File: config.mk
export PLATFORM = sky130hd
export DESIGN_NAME = uart_tx
export DESIGN_NICKNAME = d
export VERILOG_FILES = /design/src/rtl/uart_tx.sv
export SDC_FILE = /design/constraint.sdc
export NUM_CORES = 1
export LEC_CHECK = 0
export ABC_CLOCK_PERIOD_IN_PS = 2320
export BUFFER_PORTS_ARGS = -buffer_cell sky130_fd_sc_hd__clkbuf_2
export CAP_MARGIN = 30
export CELL_PAD_IN_SITES_DETAIL_PLACEMENT = 1
export CELL_PAD_IN_SITES_GLOBAL_PLACEMENT = 2
export CORE_AREA = 10 10 80 82
export CTS_BUF_LIST = sky130_fd_sc_hd__clkbuf_16
export CTS_CLUSTER_DIAMETER = 60
export CTS_CLUSTER_SIZE = 20
export DETAILED_ROUTE_END_ITERATION = 10
export DIE_AREA = 0 0 90 92
export PLACE_DENSITY = 0.56
export SETUP_SLACK_MARGIN = 0.3
export SLEW_MARGIN = 40
export SYNTH_ARGS = -nofsm -noshare
export SYNTH_HDL_FRONTEND = slang
export SYNTH_SLANG_ARGS = --single-unit
File: constraint.sdc
create_clock -name clk -period 2.32 [get_ports clk]
set_clock_uncertainty 0.05 [all_clocks]
set_input_delay 0.464 -clock clk [delete_from_list [all_inputs] [get_ports clk]]
set_output_delay 0.464 -clock clk [all_outputs]
set_load 0.1 [all_outputs]
File: src/rtl/uart_tx.sv
// uart_tx: 8N1 serial transmitter with valid/ready byte intake and internal baud timing
module uart_tx #(
    parameter int CLKS_PER_BIT = 868
) (
    input  logic       clk,
    input  logic       rst,
    input  logic [7:0] tx_data,
    input  logic       tx_valid,
    output logic       tx_ready,
    output logic       Dout,
    output logic       busy
);
    localparam int CW = (CLKS_PER_BIT > 1) ? $clog2(CLKS_PER_BIT) : 1;

    typedef enum logic [1:0] {IDLE, START, DATA, STOP} state_t;

    state_t          state, state_n;
    logic [CW-1:0]   cnt, cnt_n;
    logic [2:0]      idx, idx_n;
    logic [7:0]      shift, shift_n;
    logic            dout_n;
    logic            last;

    assign last     = cnt == CW'(CLKS_PER_BIT - 1);
    assign tx_ready = state == IDLE;
    assign busy     = !tx_ready;

    // State, timing and data registers; Dout is registered from the current state so it never glitches
    always_ff @(posedge clk) begin
        if (rst) begin
            state <= IDLE;
            cnt   <= '0;
            idx   <= '0;
            shift <= '0;
            Dout  <= 1'b1;
        end else begin
            state <= state_n;
            cnt   <= cnt_n;
            idx   <= idx_n;
            shift <= shift_n;
            Dout  <= dout_n;
        end
    end

    // Next-state decode: each bit lasts CLKS_PER_BIT cycles, advancing when the baud counter wraps
    always_comb begin
        state_n = state;
        cnt_n   = last ? '0 : cnt + CW'(1);
        idx_n   = idx;
        shift_n = shift;
        dout_n  = state == START ? 1'b0 : state == DATA ? shift[0] : 1'b1;
        case (state)
            IDLE: begin
                cnt_n = '0;
                if (tx_valid) begin
                    state_n = START;
                    shift_n = tx_data;
                end
            end
            START: begin
                if (last) begin
                    state_n = DATA;
                    idx_n   = '0;
                end
            end
            DATA: begin
                if (last) begin
                    shift_n = {1'b0, shift[7:1]};
                    idx_n   = idx + 3'd1;
                    if (idx == 3'd7) state_n = STOP;
                end
            end
            STOP: begin
                if (last) state_n = IDLE;
            end
            default: state_n = IDLE;
        endcase
    end
endmodule
# == After elaboration in Yosys (flattened, before gate mapping) ==
# Index checks and enable logic that the tools add are counted.
# totals
register_bits,24
latchBits,0
mem_bits_rw,0
romBits,0
inputBits,11
out_inout_bits,3
wordCells,39
n_memories,0
# classes
add_sub_neg,2
n_mul,0
n_div,0
magnitude_cmp,0
n_eq_ne,10
n_shift,0
mux,14
bitwise,0
reduce_logical,8
# op_table
operator,n
two-way mux 8 bit,2
case mux 8 bit (2 select lines),1
adder 10 x 1 -> 10 bit (second input constant),1
== test 10 bit (second input constant),1
two-way mux 2 bit,5
inequality test 2 bit (second input constant),4
case mux 2 bit (4 select lines),1
two-way mux 3 bit,2
case mux 3 bit (2 select lines),1
AND reduction 3 bit,2
AND reduction 5 bit,1
== test 2 bit (second input constant),2
nonzero test 2 bit,2
adder 3 x 1 -> 3 bit (second input constant),1
== test 3 bit (second input constant),1
OR reduction 3 bit,1
== test 2 x 1 -> 1 bit (second input constant),1
logical NOT 2 bit,1
two-way mux 1 bit,2
inequality test 2 x 1 -> 1 bit (second input constant),1
logical NOT 1 bit,1

# == Longest topological paths before layout ==
# Gate-level depths: netlist (run 1).
# depth
word_depth,4
depth_mapped,8
depth_no_buf,6

# == Worst setup path after synthesis (run 1) ==
# OpenSTA, ideal clock, no wires.
# synth_path
kind,flip-flop to output port
from,register state[0]
to,output busy
arrival_time_ns,1.993
slack_ns,-0.187
path_stages_with_launch,4
path_buffers,0
path_cell_list,dfxtp_1 -> inv_1 -> ha_1 -> inv_1
# synth_between
elab_chain_cells,2
# synth_lines
element,line,text
start: declaration,17,"state_t state, state_n;"
start signal: assignment,37,state <= state_n;
logical NOT 2 bit,25,assign tx_ready = state == IDLE;
via tx_ready,9,"output logic tx_ready,"
logical NOT 1 bit,26,assign busy = !tx_ready;
end: declaration,11,output logic busy
# The timed path passes the listed nets, and every way through them passes these cells.

# == Worst setup path after layout (run 1) ==
# layout_path
from,register state[0]
to,output tx_ready
# layout_between
elab_chain_cells,1
# layout_lines
element,line
logical NOT 2 bit,25
end: declaration,9
# No other way between the ends.

==> results_dict.tcl, run 1 <==
set metrics [dict create \
    drtIter0Drc 9 \
    worst_path_max_delay_cell "clkbuf_2" \
    multi_input_area_sq_um 655.6 \
    cp.arrival_ns 1.41 \
    num_rows 26 \
    drc 0 \
    die_w_um 90 \
    final_cells 213 \
    hold_buffers 0 \
    clkLatencyLatePin_ns 0.25 \
    cts_buffers 3 \
    syn_area_per_cell_sq_um 9.047 \
    antenna_found_initial 0 \
    die_h_um 92 \
    hold_slack_ns 0.4046 \
    cts_tree "yes" \
    worstSetupPathType "register to output pin" \
    worst_slew_pin_slew_ns 0.5434 \
    required_ns 1.81 \
    post-cts-setup-buffers 0 \
    p_leak_nw 0.4963 \
    status "completed" \
    critPathMaxStageDelay_ns 0.47 \
    final_hold_viol_count 0 \
    first_global_vias 1000 \
    max_freq_mhz 520.1 \
    tns_ns 0 \
    synth_area_sq_um 1176 \
    maxCapViolCount 0 \
    grt_max_degree 16 \
    synth_cells 130 \
    antenna_cells 0 \
    start_util_pct 23.94 \
    finalSetupViolCount 0 \
    cts_resized 0 \
    wl_per_cell_um 12.62 \
    placed_cells 209 \
    routed_wl_um 2687 \
    clk_pin_slew_worst_paths_ns 0.06 \
    p_int_uw 957.9 \
    crit_buf_inv 2 \
    crit_chain "inv_1, ha_4, clkbuf_2" \
    clkPwrFrac_pct 22.6 \
    clockBufferDepth 2 \
    regArea_sq_um 480.5 \
    gp_congestion 0.6828 \
    grt-ovfl-total 0 \
    finalCritPeriodShare_pct 82.88 \
    grt_pass1_wl_um 4754 \
    critPathTopFamily "buffers and inverters" \
    cp-end-kind "output pin" \
    worstHoldPathType "register to register" \
    slew_violations 0 \
    syn_nets 148 \
    num_vias 943 \
    combPwrFrac_pct 45.0 \
    hpwl_um 2038 \
    maxSlewHeadroom_pct 63.93 \
    p_sw_uw 694.4 \
    ys_types 30 \
    ioPinCount 14 \
    yosysSeqAreaShare_pct 40.85 \
    drt_first_pass_iters 4 \
    crit_fanout 7 \
    nets 162 \
    cts_num_sinks 24 \
    power_frac_seq_pct 32.4 \
    period_needed_ns 1.923 \
    ant_nets 0 \
    drive_above_1_share_pct 16.78 \
    core-area_sq_um 4912 \
    swShare_pct 42.03 \
    syn2layout_area_growth_pct 19.47 \
    ir_drop_mv 0.2874 \
    die_area_sq_um 8280 \
    htree_levels 1 \
    portBuffers 13 \
    startpoint_type "register" \
    fill_cells 574 \
    synth-seq-cells 24 \
    rsz0062_at_grt "false" \
    cts_root_buffer "clkbuf_16" \
    yosys_warnings 0 \
    power.density_nw_per_um2 1176 \
    viasPerCell 4.427 \
    track_usage_pct 6.824 \
]
-- through the flow --
stage / setup WS (ns) / instance area [sq um] / total power, mW / util [%]
2_1_floorplan: 0.4776 / 1192 / 1.158 / -
3_3_place_gp: 0.5057 / 1326 / 1.293 / 27.00
3_5_place_dp: 0.4846 / 1326 / 1.308 / 27.00
4_1_cts: 0.3425 / 1405 / 1.696 / 28.60
5_1_grt: 0.3151 / 1405 / 1.788 / 28.60
6_report: 0.3973 / 1405 / 1.652 / 28.60
-- power by group through the flow --
stage	Combinational, mW	Sequential [mW]	Clock (mW)
2_1_floorplan	0.582	0.577	0
6_report	0.744	0.535	0.373
5_1_grt	0.836	0.546	0.406
4_1_cts	0.767	0.536	0.393
3_5_place_dp	0.763	0.545	0
3_3_place_gp	0.751	0.542	0
-- cell usage after synthesis --
cell        n  share of area, %
mux2i_1     7               6.0
or3b_1      1              0.74
or2_2       1              0.53
a32oi_1     2               1.5
ha_1        7               7.4
dfxtp_1    24                41
nand2b_1    1              0.53
inv_1       5               1.6
xor2_1      2               1.5
xnor2_1     6               4.5
nand3_1     2              0.85
nor3_1      5               2.1
clkbuf_1    2              0.64
a31oi_4     1               1.8
o2111ai_1   1              0.74
nand3b_1    1              0.64
a211oi_1    1              0.64
nand4_1     2               1.1
or3_1       8               4.3
nand2_1     5               1.6
o21bai_1    1              0.64
buf_6       1              0.96
o21ai_0    11               4.7
and4bb_4    1               1.4
a31oi_1     1              0.53
a21oi_1    10               4.3
nor2_4      1              0.96
buf_2       3               1.3
nor2_1     15               4.8
and3_1      2               1.1
-- per-layer routing --
metal / routed length, um / vias to the layer above / global-route usage (%)
met5: 0 / - / 0
met4: 31 / 0 / 2.387
met3: 71 / 4 / 1.630
met2: 1277 / 11 / 11.80
met1: 1306 / 450 / 8.070
li1: - / 478 / -
-- cell usage in the layout (no fill, tap or decap), types with 2 or more instances in the layout --
cell | netlist | final
dfxtp_1 | 24 | 24
nand2_1 | 5 | 5
and3_1 | 2 | 2
a32oi_1 | 2 | 2
inv_1 | 5 | 4
mux2i_1 | 7 | 7
nor3_1 | 5 | 5
buf_4 | 0 | 2
clkbuf_2 | 0 | 12
o21ai_0 | 11 | 11
ha_1 | 7 | 6
nand3_1 | 2 | 2
a21oi_1 | 10 | 10
nor2_1 | 15 | 15
clkbuf_16 | 0 | 3
nand4_1 | 2 | 2
xor2_1 | 2 | 2
or3_1 | 8 | 8
xnor2_1 | 6 | 6
-- state kept, by name, indices dropped and copies added, names as in the netlist --
signal / count
idx: 3
state: 2
Dout: 1
shift: 8
cnt: 10
-- final timing paths --
kind / start / endpoint / slack [ns] / depth (start not counted)
setup / recovery: state[0] / tx_ready / 0.40 / 3
hold / removal: cnt[0] / cnt[0] / 0.40 / 1
setup reg to reg: state[0] / state[0] / 0.47 / 6
hold reg to reg: cnt[0] / cnt[0] / 0.40 / 1
-- cell type report --
cell class	count	area share, %
multi-input combinational	95	46.66
sequential	24	34.19
tap	70	6.233
timing repair buffer	15	5.699
clock buffer	3	5.343
inverter	5	1.603
clock inverter	1	0.2671
-- logic make-up (layout without fill, tap and decap cells) --
logic type / after synthesis / count (layout) / synth area share, %
AOI/OAI and AO/OA: 28 / 28 / 14.79
xor gates and xnor gates: 8 / 8 / 5.958
DFF: 24 / 24 / 40.85
muxes: 7 / 7 / 5.958
buffers and inverters: 11 / 24 / 4.468
adders and majority gates: 7 / 7 / 7.446
and+or+nand+nor: 45 / 45 / 20.53
No activity file was read; power rests on OpenSTA's default activity.
==> run 2, diff against run 1 <==
ABC_AREA = 1   (was default)
ABC_CLOCK_PERIOD_IN_PS = 1700   (was 2320)
CORE_AREA = 10 10 82 84   (was 10 10 80 82)
DIE_AREA = 0 0 92 94   (was 0 0 90 92)
PLACE_DENSITY = 0.59   (was 0.56)
clock period = 1.7 ns   (was 2.32 ns; I/O delays follow)
==> run 2 against run 1 <==
  * Total power up 94%
  * Critical endpoint is now busy
  * Via count increased by 20%
  * Area after synthesis rose by 4.9%
  * Routed wire length up 29%
  * Clock power increased by 81%
  * Die area increased by 4.4%
  * Flip-flop and latch count stayed put
==> results_dict.tcl, run 2 <==
set metrics [dict create \
    p_sw_mw 1.253 \
    power_frac_seq_pct 23.8 \
    hpwl_um 2274 \
    p_leak_nw 0.7273 \
    setup_slack_ns 0.1561 \
    regArea_sq_um 485.5 \
    status "completed" \
    fill_cells 606 \
    ys_types 32 \
    ir_drop_mv 0.6626 \
    swShare_pct 39.16 \
    drc 0 \
    synth_top_cell_area_share_pct 38.95 \
    viasPerCell 4.418 \
    multi_input_area_sq_um 844.6 \
    required_ns 1.31 \
    drtIter0Drc 20 \
    drive_above_1_share_pct 41.94 \
    yosysSeqAreaShare_pct 38.95 \
    routed_wl_um 3472 \
    num_rows 26 \
    track_usage_pct 8.283 \
    wl_per_cell_um 13.56 \
    syn_nets 173 \
    ys_top_cells_by_count "dfxtp_1, nand2_1, nor2_1, a21oi_1, nand3_1" \
    power.density_nw_per_um2 1738 \
    final_cells 256 \
    ioPinCount 14 \
    crit_fanout 3 \
    htree_levels 1 \
    met3WireLength_um 77 \
    p_int_mw 1.947 \
    yosys_warnings 0 \
    top_regs "cnt x10, shift x8, idx x3" \
    cts_tree "yes" \
    worstHoldPathType "input pin to register" \
    rsz0062_at_grt "true" \
    slew_violations 0 \
    synth-edff-count 0 \
    worst_slew_pin_slew_ns 0.3048 \
    portBuffers 13 \
    yosys.cell_count.top_type "dfxtp_1" \
    startpoint_type "register" \
    crit_chain "inv_2, ha_4, clkinvlp_4, buf_12" \
    wl_met1_um 1672 \
    worst_path_max_delay_cell "dfxtp_2" \
    wl_met2_um 1696 \
    grt_pass1_wl_um 5878 \
    clkPwrFrac_pct 21.1 \
    grt_max_degree 15 \
    maxSlewHeadroom_pct 79.79 \
    cp-end-kind "output pin" \
    worstSetupPathType "register to output pin" \
    top_layer "met4" \
    gp_congestion 0.7658 \
    finalCritPeriodShare_pct 90.82 \
    clkLatencyLatePin_ns 0.26 \
    final_cell_mix "nand2_1, dfxtp_1, nor2_1, buf_4" \
    synth_cells 155 \
    placed_cells 236 \
    place_ws_ns 0.08573 \
    die_w_um 92 \
    r2r_slack_ns 0.24 \
    synth_area_sq_um 1234 \
    start_util_pct 24.31 \
    num_vias 1131 \
    cts_root_buffer "clkbuf_16" \
    post-route-util_pct 36.29 \
    grt-ovfl-total 0 \
    die_area_sq_um 8648 \
    nets 205 \
    clockBufferDepth 2 \
    period_needed_ns 1.544 \
    antenna_cells 0 \
    syn2layout_area_growth_pct 49.29 \
    syn_area_per_cell_sq_um 7.959 \
    max_freq_mhz 647.7 \
    antenna_found_initial 0 \
    yosys.area.top_type "dfxtp_1" \
    hold_buffers 0 \
    top_register "cnt" \
    drt_first_pass_iters 4 \
    clk_pin_slew_worst_paths_ns 0.06 \
    die_h_um 94 \
    ys_top_cells_by_area "dfxtp_1, ha_1, nand2_1" \
    cts_buffers 3 \
    mostFrequentLayoutCell "nand2_1" \
    synth-seq-cells 24 \
    final_area_sq_um 1842 \
    synth-async-reset-ratio_pct 0 \
    placed_area_sq_um 1460 \
    cts_num_sinks 24 \
    first_global_vias 1211 \
    maxCapViolCount 0 \
    finalSetupViolCount 0 \
    hold_slack_ns 0.2496 \
    ant_nets 0 \
    combPwrFrac_pct 55.1 \
    largest_reg_flops 10 \
    cp.arrival_ns 1.15 \
    critPathMaxStageDelay_ns 0.33 \
    ys.flop_type "dfxtp_1" \
    final_hold_viol_count 0 \
    core-area_sq_um 5075 \
]
==> run 2: cell count changes after synthesis, sizes merged, moves of 7 or more <==
cell,before,now
o21ai,11,1
nand3,2,16
or3,8,0
nor2,16,25
inv,5,13
a21oi,10,17
nand2,5,25
==> run 2: repair_timing <==
action / CTS / global route
gates cloned: 2 / 1
endpoints found under the setup margin: 23 / 21
buffers inserted: 12 / 1
gates resized for setup: 17 / 13
pin swaps: 9 / 4
==> run 2: worst max-delay path, delay by kind of cell, from the launching register on <==
kind,cells,cell delay [ns]
DFF,1,0.33
adders and majority gates,1,0.16
buffers and inverters,3,0.40
==> run 2: power groups by stage <==
stage               Combinational, mW  Clock, mW  Sequential [mW]
floorplan                       0.952          0            0.824
global placement                 1.22          0            0.765
detailed placement               1.24          0            0.772
CTS                              1.69      0.705            0.755
global route                     1.91      0.730            0.779
finish                           1.76      0.675            0.762
==> run 2: path summary, 6_finish.rpt <==
path	startpoint	endpoint	cells after the start
worst max-delay path	state[0]	busy	4
worst max register to register	state[0]	state[0]	9
worst min register to register	cnt[0]	cnt[0]	1
worst min-delay path	rst	idx[1]	2
==> run 2: layer usage <==
metal	vias to the layer above	global-route usage, %
met1	543	10.16
met3	2	2.078
met2	11	14.18
met5	-	0
li1	575	-
met4	0	1.928
==> run 2: stage by stage <==
| stage | TNS, ns | power [mW] |
|---|---|---|
| detailed placement | 0 | 2.013 |
| global placement | 0 | 1.987 |
| CTS | 0 | 3.146 |
| finish | 0 | 3.201 |
| floorplan | -5.476 | 1.776 |
| global route | 0 | 3.421 |
==> run 2: layout make-up <==
cell class              instances  share of cell area [%]
multi-input cells             116                   45.86
clock buffers                   3                   4.076
clock inverters                 1                   1.630
flip-flops and latches         24                   26.36
inverters                      13                   2.853
repair buffers                 29                   14.47
well taps                      70                   4.755
==> run 2: cells by family after synthesis <==
kind of cell | synth area share [%]
AO/OA/AOI/OAI | 7.809
multiplexers | 5.680
adder cells (fa/ha/maj) | 7.099
buffers and inverters | 7.403
AND/OR/NAND/NOR | 30.94
XOR/XNOR | 2.130
flip-flops | 38.95
==> run 3, diff against run 2 <==
ABC_CLOCK_PERIOD_IN_PS = 1460   (was 1700)
CORE_AREA = 10 10 73 75   (was 10 10 82 84)
CTS_CLUSTER_DIAMETER = 100   (was 60)
DIE_AREA = 0 0 83 85   (was 0 0 92 94)
PLACE_DENSITY = 0.72   (was 0.59)
clock period = 1.46 ns   (was 1.7 ns; I/O delays follow)
==> run 3 against run 2 <==
  * The flow now finishes with violations (negative setup slack)
  * Die area shrank 18%
  * Flip-flop and latch count is the same
  * Core utilization grew 15 points
  * Critical endpoint unchanged
  * Critical path type unchanged
  * Total power grew 25%
==> results_dict.tcl, run 3 (same netlist as run 2, synthesis figures left out) <==
set metrics [dict create \
    drtIter0Drc 42 \
    top_register "cnt" \
    drive_above_1_share_pct 56.41 \
    finalCritPeriodShare_pct 110.2 \
    die_area_sq_um 7055 \
    nets 214 \
    holdPathStages 2 \
    clockBufferDepth 2 \
    antenna_found_initial 0 \
    finalSetupViolCount 11 \
    gp_congestion 0.8049 \
    cts_buffers 3 \
    maxCapViolCount 0 \
    grt-ovfl-total 0 \
    cp.arrival_ns 1.27 \
    die_h_um 85 \
    cts_num_sinks 24 \
    syn2layout_area_growth_pct 64.30 \
    core-area_sq_um 3914 \
    cp-end-kind "output pin" \
    required_ns 1.12 \
    wl_per_cell_um 16.50 \
    start_util_pct 31.52 \
    first_global_vias 1222 \
    rsz0062_at_grt "true" \
    drc 0 \
    crit_chain "inv_4, ha_4, clkinvlp_4, buf_6, buf_12" \
    grt_max_degree 17 \
    hpwl_um 2210 \
    die_w_um 83 \
    critPathTopFamily "buffers and inverters" \
    ant_nets 0 \
    antenna_cells 0 \
    largest_reg_flops 10 \
    period_needed_ns 1.610 \
    drt_first_pass_iters 3 \
    clkLatencyLatePin_ns 0.26 \
    clk_pin_slew_worst_paths_ns 0.06 \
    worst_path_max_delay_cell "dfxtp_4" \
    cts_tree "yes" \
    viasPerCell 4.833 \
    htree_levels 1 \
    final_cell_mix "dfxtp_1, buf_4, nand2_1, a21oi_2, nor2_1" \
    failed_checks "negative setup slack" \
    routed_wl_um 4042 \
    hold_slack_ns 0.2106 \
    p_int_mw 2.377 \
    swShare_pct 40.70 \
    tns_ns -0.6218 \
    clkPwrFrac_pct 19.8 \
    path_depth 5 \
    worstSetupPathType "register to output pin" \
    ioPinCount 14 \
    maxSlewHeadroom_pct 81.95 \
    power_frac_seq_pct 23.1 \
    combPwrFrac_pct 57.1 \
    slew_violations 0 \
    power.density_nw_per_um2 1977 \
    critPathMaxStageDelay_ns 0.36 \
    ir_drop_mv 0.7503 \
    worstHoldPathType "input pin to register" \
    num_rows 23 \
    portBuffers 13 \
    crit_buf_inv 4 \
    max_freq_mhz 621.3 \
    crit_fanout 3 \
    hold_buffers 0 \
    cts_root_buffer "clkbuf_16" \
    startpoint_type "register" \
    num_vias 1184 \
    status "finished with violations" \
    setup_slack_ns -0.1496 \
    final_hold_viol_count 0 \
    top_regs "cnt x10, shift x8, idx x3" \
    p_sw_mw 1.631 \
    grt_pass1_wl_um 5871 \
    p_leak_nw 0.7818 \
    reg2reg_depth 9 \
    worst_slew_pin_slew_ns 0.2697 \
    track_usage_pct 9.971 \
]
run 3: changes by cell type in the layout (fill, tap and decap cells not counted), sizes merged:
cell,previous run,this run
buf,18,27
run 3: final timing paths:
kind | startpoint | endpoint | slack (ns)
worst max-delay path | state[0] | busy | -0.15
worst min-delay path | rst | idx[1] | 0.21
worst max register to register | state[0] | state[0] | -0.10
worst min register to register | idx[2] | idx[2] | 0.43
run 3: through the flow:
step,utilization [%],setup WS [ns],power [mW],instances,instance area [sq um]
floorplan,-,-0.6314,2.071,155,1306
global placement,38.30,-0.04155,2.409,224,1499
detailed placement,38.30,-0.1350,2.462,224,1499
CTS,46.99,-0.07635,3.595,240,1839
global route,51.79,-0.1768,4.223,245,2027
finish,51.79,-0.1496,4.008,245,2027
run 3: layout make-up:
class / instances / area (sq um)
tap: 50 / 62.56
inverter: 13 / 57.56
timing repair buffer: 38 / 337.8
fill: 459 / 1887
clock inverter: 1 / 30.03
multi-input combinational: 116 / 972.2
clock buffer: 3 / 75.07
sequential: 24 / 491.7
run 3: power groups by stage:
stage                     Combinational, mW  Clock [mW]  Sequential, mW
after floorplan                        1.11           0           0.963
after global placement                 1.52           0           0.888
after detailed placement               1.56           0           0.900
after CTS                              1.89       0.806           0.895
after global routing                   2.45       0.839           0.936
final                                  2.29       0.793           0.926
run 3: metal layers:
layer  global-route usage (%)  up-vias  wire length, um
met4                    2.786        0               32
met5                        0        -                0
met3                    2.008        4               80
met1                    11.05      571             1656
li1                         -      599                -
met2                    18.68       10             2272
run 3: worst reg2reg max path, stage by stage (launching register included):
cell	delay, ns
dfxtp_4	0.36
inv_4	0.08
ha_4	0.17
clkinvlp_4	0.11
buf_6	0.13
buf_4	0.16
o22ai_4	0.11
inv_2	0.08
a21oi_1	0.15
nor2_1	0.05
run 3: repair_timing:
item	CTS	global route
buffers inserted	10	4
gates resized for setup	29	35
setup endpoints to repair	26	27
pin swaps	8	11
cloned	2	1
hold endpoints to repair	0	0
